### src/rtl/hazard_ctrl.sv
// Stall/flush control for the five-stage RV32 pipeline registers, with MUL/DIV
// occupancy tracking and stall/flush performance counters.
module hazard_ctrl #(
    parameter int unsigned MDU_LAT = 8
) (
    input  logic        clk,
    input  logic        rst,
    input  logic [4:0]  rs1_ID,
    input  logic [4:0]  rs2_ID,
    input  logic        rs1_used_ID,
    input  logic        rs2_used_ID,
    input  logic [4:0]  rd_EX,
    input  logic        mem_read_EX,
    input  logic        mdu_op_EX,
    input  logic        branch_taken_EX,
    input  logic        mem_req_MEM,
    input  logic        mem_ready_MEM,
    output logic        pc_stall,
    output logic        if_id_stall,
    output logic        if_id_flush,
    output logic        id_ex_stall,
    output logic        id_ex_flush,
    output logic        ex_mem_stall,
    output logic        ex_mem_flush,
    output logic        mem_wb_flush,
    output logic        mdu_busy,
    output logic [31:0] stall_cnt,
    output logic [31:0] flush_cnt
);

    localparam int unsigned CntW = (MDU_LAT > 1) ? $clog2(MDU_LAT) : 1;
    localparam bit MduMulti = (MDU_LAT > 1);
    localparam logic [CntW-1:0] CntLoad = (MDU_LAT > 1) ? CntW'(MDU_LAT - 2) : '0;

    typedef enum logic {StRun, StMduWait} state_e;

    state_e        state_q, state_d;
    logic [CntW-1:0] cnt_q, cnt_d;
    logic [31:0]   stall_cnt_q, stall_cnt_d;
    logic [31:0]   flush_cnt_q, flush_cnt_d;

    logic memw, lu, mdu_hold, mdu_block, flush_apply;

    always_comb begin
        memw = mem_req_MEM & ~mem_ready_MEM;
        lu   = mem_read_EX & (rd_EX != 5'd0) &
               ((rs1_used_ID & (rs1_ID == rd_EX)) | (rs2_used_ID & (rs2_ID == rd_EX)));
        mdu_hold = (state_q == StRun) ? (mdu_op_EX & MduMulti) : (cnt_q != '0);
        // An expired MDU count is only released once memory is no longer waiting.
        mdu_block = mdu_hold | ((state_q == StMduWait) & (cnt_q == '0) & memw);
    end

    always_comb begin
        pc_stall     = 1'b0;
        if_id_stall  = 1'b0;
        if_id_flush  = 1'b0;
        id_ex_stall  = 1'b0;
        id_ex_flush  = 1'b0;
        ex_mem_stall = 1'b0;
        ex_mem_flush = 1'b0;
        mem_wb_flush = 1'b0;
        flush_apply  = 1'b0;
        if (!rst) begin
            if (memw) begin
                pc_stall     = 1'b1;
                if_id_stall  = 1'b1;
                id_ex_stall  = 1'b1;
                ex_mem_stall = 1'b1;
                mem_wb_flush = 1'b1;
            end else if (mdu_block) begin
                pc_stall     = 1'b1;
                if_id_stall  = 1'b1;
                id_ex_stall  = 1'b1;
                ex_mem_flush = 1'b1;
            end else if (branch_taken_EX) begin
                if_id_flush  = 1'b1;
                id_ex_flush  = 1'b1;
                flush_apply  = 1'b1;
            end else if (lu) begin
                pc_stall     = 1'b1;
                if_id_stall  = 1'b1;
                id_ex_flush  = 1'b1;
            end
        end
        mdu_busy = (state_q == StMduWait) & ~rst;
    end

    always_comb begin
        state_d     = state_q;
        cnt_d       = cnt_q;
        stall_cnt_d = stall_cnt_q + 32'(pc_stall);
        flush_cnt_d = flush_cnt_q + 32'(flush_apply);
        case (state_q)
            StRun: begin
                if (mdu_op_EX && MduMulti && !memw) begin
                    state_d = StMduWait;
                    cnt_d   = CntLoad;
                end
            end
            StMduWait: begin
                if (cnt_q != '0) begin
                    cnt_d = cnt_q - CntW'(1);
                end else if (!memw) begin
                    state_d = StRun;
                end
            end
            default: state_d = StRun;
        endcase
    end

    always_ff @(posedge clk) begin
        if (rst) begin
            state_q     <= StRun;
            cnt_q       <= '0;
            stall_cnt_q <= '0;
            flush_cnt_q <= '0;
        end else begin
            state_q     <= state_d;
            cnt_q       <= cnt_d;
            stall_cnt_q <= stall_cnt_d;
            flush_cnt_q <= flush_cnt_d;
        end
    end

    assign stall_cnt = stall_cnt_q;
    assign flush_cnt = flush_cnt_q;

endmodule

### config.mk
export PLATFORM = sky130hd
export DESIGN_NAME = hazard_ctrl
export DESIGN_NICKNAME = d
export VERILOG_FILES = /design/src/rtl/hazard_ctrl.sv
export SDC_FILE = /design/constraint.sdc
export NUM_CORES = 1
export LEC_CHECK = 0
export ABC_AREA = 1
export CAP_MARGIN = 20
export CORE_MARGIN = 4
export CORE_UTILIZATION = 29
export CTS_CLUSTER_SIZE = 30
export DETAILED_ROUTE_END_ITERATION = 10
export SLEW_MARGIN = 15
export SYNTH_ARGS = -nofsm -noshare
export SYNTH_HDL_FRONTEND = slang
export SYNTH_SLANG_ARGS = --single-unit
### constraint.sdc
create_clock -name clk -period 4.4 [get_ports clk]
set_clock_uncertainty 0.15 [all_clocks]
set_input_delay 0.88 -clock clk [delete_from_list [all_inputs] [get_ports clk]]
set_output_delay 0.88 -clock clk [all_outputs]
set_load 0.005 [all_outputs]
==> results.md <==
- R2R setup slack: about 1.7 ns
- Nets: 781
- Share of total power in the clock network: 0.499
- Routed via count: 4121
- Root Driver: clkbuf_16
- Worst Reg-to-Reg Cells: 16
- Critical path required time: 3.37 ns
- Routability cong.: around 0.86
- Final ANT Viol Nets: 0
- Synth Register Bits: slightly below 70
- Max cap viols: 0
- Max Fclk: between 0.2 and 0.3 GHz
- TritonCTS clock tree: built
- Cts repair resizes: 0
- Commonest cells in the netlist: nand2_1, nor2_1, inv_1
- Average size of a mapped cell: 6.11 sq um
- Post-synthesis cell type count: 29
- Synth-to-Final Area Change: 36.6%
- CP Max Fanout: 4
- Clock Sinks: between 60 and 70
- Most used cell, CP: nand2_1
- Post-synth ARST share: 0
- Yosys warns: 0
- Chip Height: 125 um
- I/O Buffers: between 90 and 100
- Synthesized Nets: a little under 700
- Seq pwr share: 0.427
- Cell taking the most area after synthesis: dfxtp_1
- H-Tree Level Count: 3
- Sequential area share after synthesis: 0.342
- Final max-slew violation count: 0
- Status: finished, final reports clean
- Count leader, synth: nand2_1
- FP Rows: 42
- Slowest stage delay, CP: 0.53 ns
- Final non-filler cell total: ~930
- DPL Wire Length: 8.77 mm
- RSZ-0062 raised after global routing: no
- Initial antenna violation count: 0
- Period Utilization, post-route: 0.819
- Peak supply drop: 0.000154 V
- Worst Hold Class: reg2reg
- Worst setup SP type: primary input
- Leak: 1.87 nW
- Final wirelength: 11.2 mm
- Num CTS Buffers: 9
- Cts hold-fix bufs: 0
- Clock latency on the worst-skew pair: between 0.3 and 0.4 ns
- Final core utilization: 0.407
- Logic pwr share: 0.074
- Final setup viols: 0
- I/O pins: 97
- Critical Path Sink Type: primary output
- Final Power: about 1.5 mW
- Critical Path, Cell by Cell: clkdlybuf4s50_1 > inv_1 > nand2_1 > nand2_1 > nor2_1 > nand3_1 > nand2_1 > nand3_1 > nand2_1 > clkdlybuf4s50_1
- Pint: 1.14 mW
- Slew headroom: 0.678
- Post-synth EDFFs: 0
- Initial Util: 0.298
- Wire length per cell: 12.0 um
- Mapped cell area: 3980 sq um
- Sw Ratio: 0.221
- Worst Hold Depth: 1
- Clock transition at the registers of the reported paths: about 0.050 ns
- Power Dens Cells: between 200 and 300 nW/um^2
- Top FF cell, synth: dfxtp_1
- Layout cells sized above 1: 0.0635
- Ranking of synthesized cells by area: dfxtp_1, nand2_1, nor2_1
- Die Wd: approximately 130 um
- Area of the core: 13300 sq um
- Min Tclk post-route: ~3.6 ns
- DRC viols: 0
- First DRT Iteration DRCs: 277
- First-pass GRT wire length: 18.8 mm
- DR vias/cell: 4.42
- CP Launch Point: rd_EX[4]
- CTS Buffer Depth: 2
- Hold_sp: cnt_q[0]$_SDFFE_PP0P_
- Die Area: 15700 sq um
- CP Class: in2out
- Tot GR Track Use: 0.144
- Post-CTS setup buffers: 0
- Grt ovf: 0
- Vias in the first global route: 3850
- Worst slew pin tran: 0.483 ns
- Arrival time of the worst setup path: 2.57 ns
- DRT Pass-1 Iters: 4
- Hold Fails Final Rpt: 0
- Setup TNS: 0 ns
- Critical R2R Launch: cnt_q[0]$_SDFFE_PP0P_
- Mapped Cells: 651
- # diodes: 0
- DP Cell Count: a little over 900
- P_sw: between 0.3 and 0.4 mW
- Critical Path Slowest Stage Cell: clkdlybuf4s50_1
- Largest net degree at the start of global routing: 27
- Yosys top cell area share: 0.342
[kinds of logic after synthesis]
kind of cell	Yosys count	share of synthesized area
flip-flops	68	0.342
buffers and inverters	92	0.0890
AND/OR/NAND/NOR	410	0.440
AO/OA/AOI/OAI	61	0.0790
XOR/XNOR	14	0.0308
adder cells (fa/ha/maj)	6	0.0189
[sequential cells by signal, indices dropped and copies added (netlist names)]
name / cells
state_q: 1
cnt_q: 3
flush_cnt: 32
stall_cnt: 32
[final cells by class]
| cell class | count | area (sq um) |
|---|---|---|
| inverter | 83 | 313 |
| sequential | 68 | 1360 |
| tap | 176 | 220 |
| clock buffer | 12 | 256 |
| multi-input combinational | 491 | 2260 |
| clock inverter | 4 | 47.5 |
| fill | 1427 | 7920 |
| timing repair buffer | 98 | 971 |
[final timing paths]
check | endpoint
setup / recovery | if_id_stall
hold / removal | cnt_q[0]$_SDFFE_PP0P_
setup reg to reg | stall_cnt[20]$_SDFF_PP0_
hold reg to reg | cnt_q[0]$_SDFFE_PP0P_
[worst max-delay path, delay by kind of cell]
family	cells	cell delay, ns
and+or+nand+nor	7	0.56
buffers and inverters	3	1.12
[per-layer routing]
metal  up-vias  part of all wire  GRT usage
met1      1774              0.50      0.209
met5         -                 0          0
li1       2208                 -          -
met4         0             0.017     0.0548
met3        15             0.065     0.0281
met2       124              0.42      0.210
[cells in the final DEF, fill, tap and decap left out, types with 6 or more instances in the layout]
cell type and n:
dfxtp_1 68, nand3_1 36, nor2_2 12, ha_1 6, clkdlybuf4s50_1 95, nand2_1 205, a21oi_1 41, inv_1 82
nand2_2 6, nor2_1 126, clkbuf_16 9, xor2_1 9, o21ai_0 15
[per-stage QoR]
stage	setup WS [ns]	hold WS [ns]	cell area, sq um
after floorplan	1.61	0.257	3980
after global placement	0.777	0.270	5130
after detailed placement	0.768	0.268	5130
after CTS	0.757	0.276	5430
after global routing	0.539	0.293	5430
final	0.797	0.275	5430
[power groups by stage]
stage | Clock (mW) | Sequential [mW] | Combinational, mW
finish | 0.733 | 0.628 | 0.108
global route | 0.778 | 0.628 | 0.125
CTS | 0.755 | 0.628 | 0.110
detailed placement | 0 | 0.641 | 0.110
global placement | 0 | 0.641 | 0.110
floorplan | 0 | 0.641 | 0.0559
Note: power is estimated with default switching activity, not from simulation.
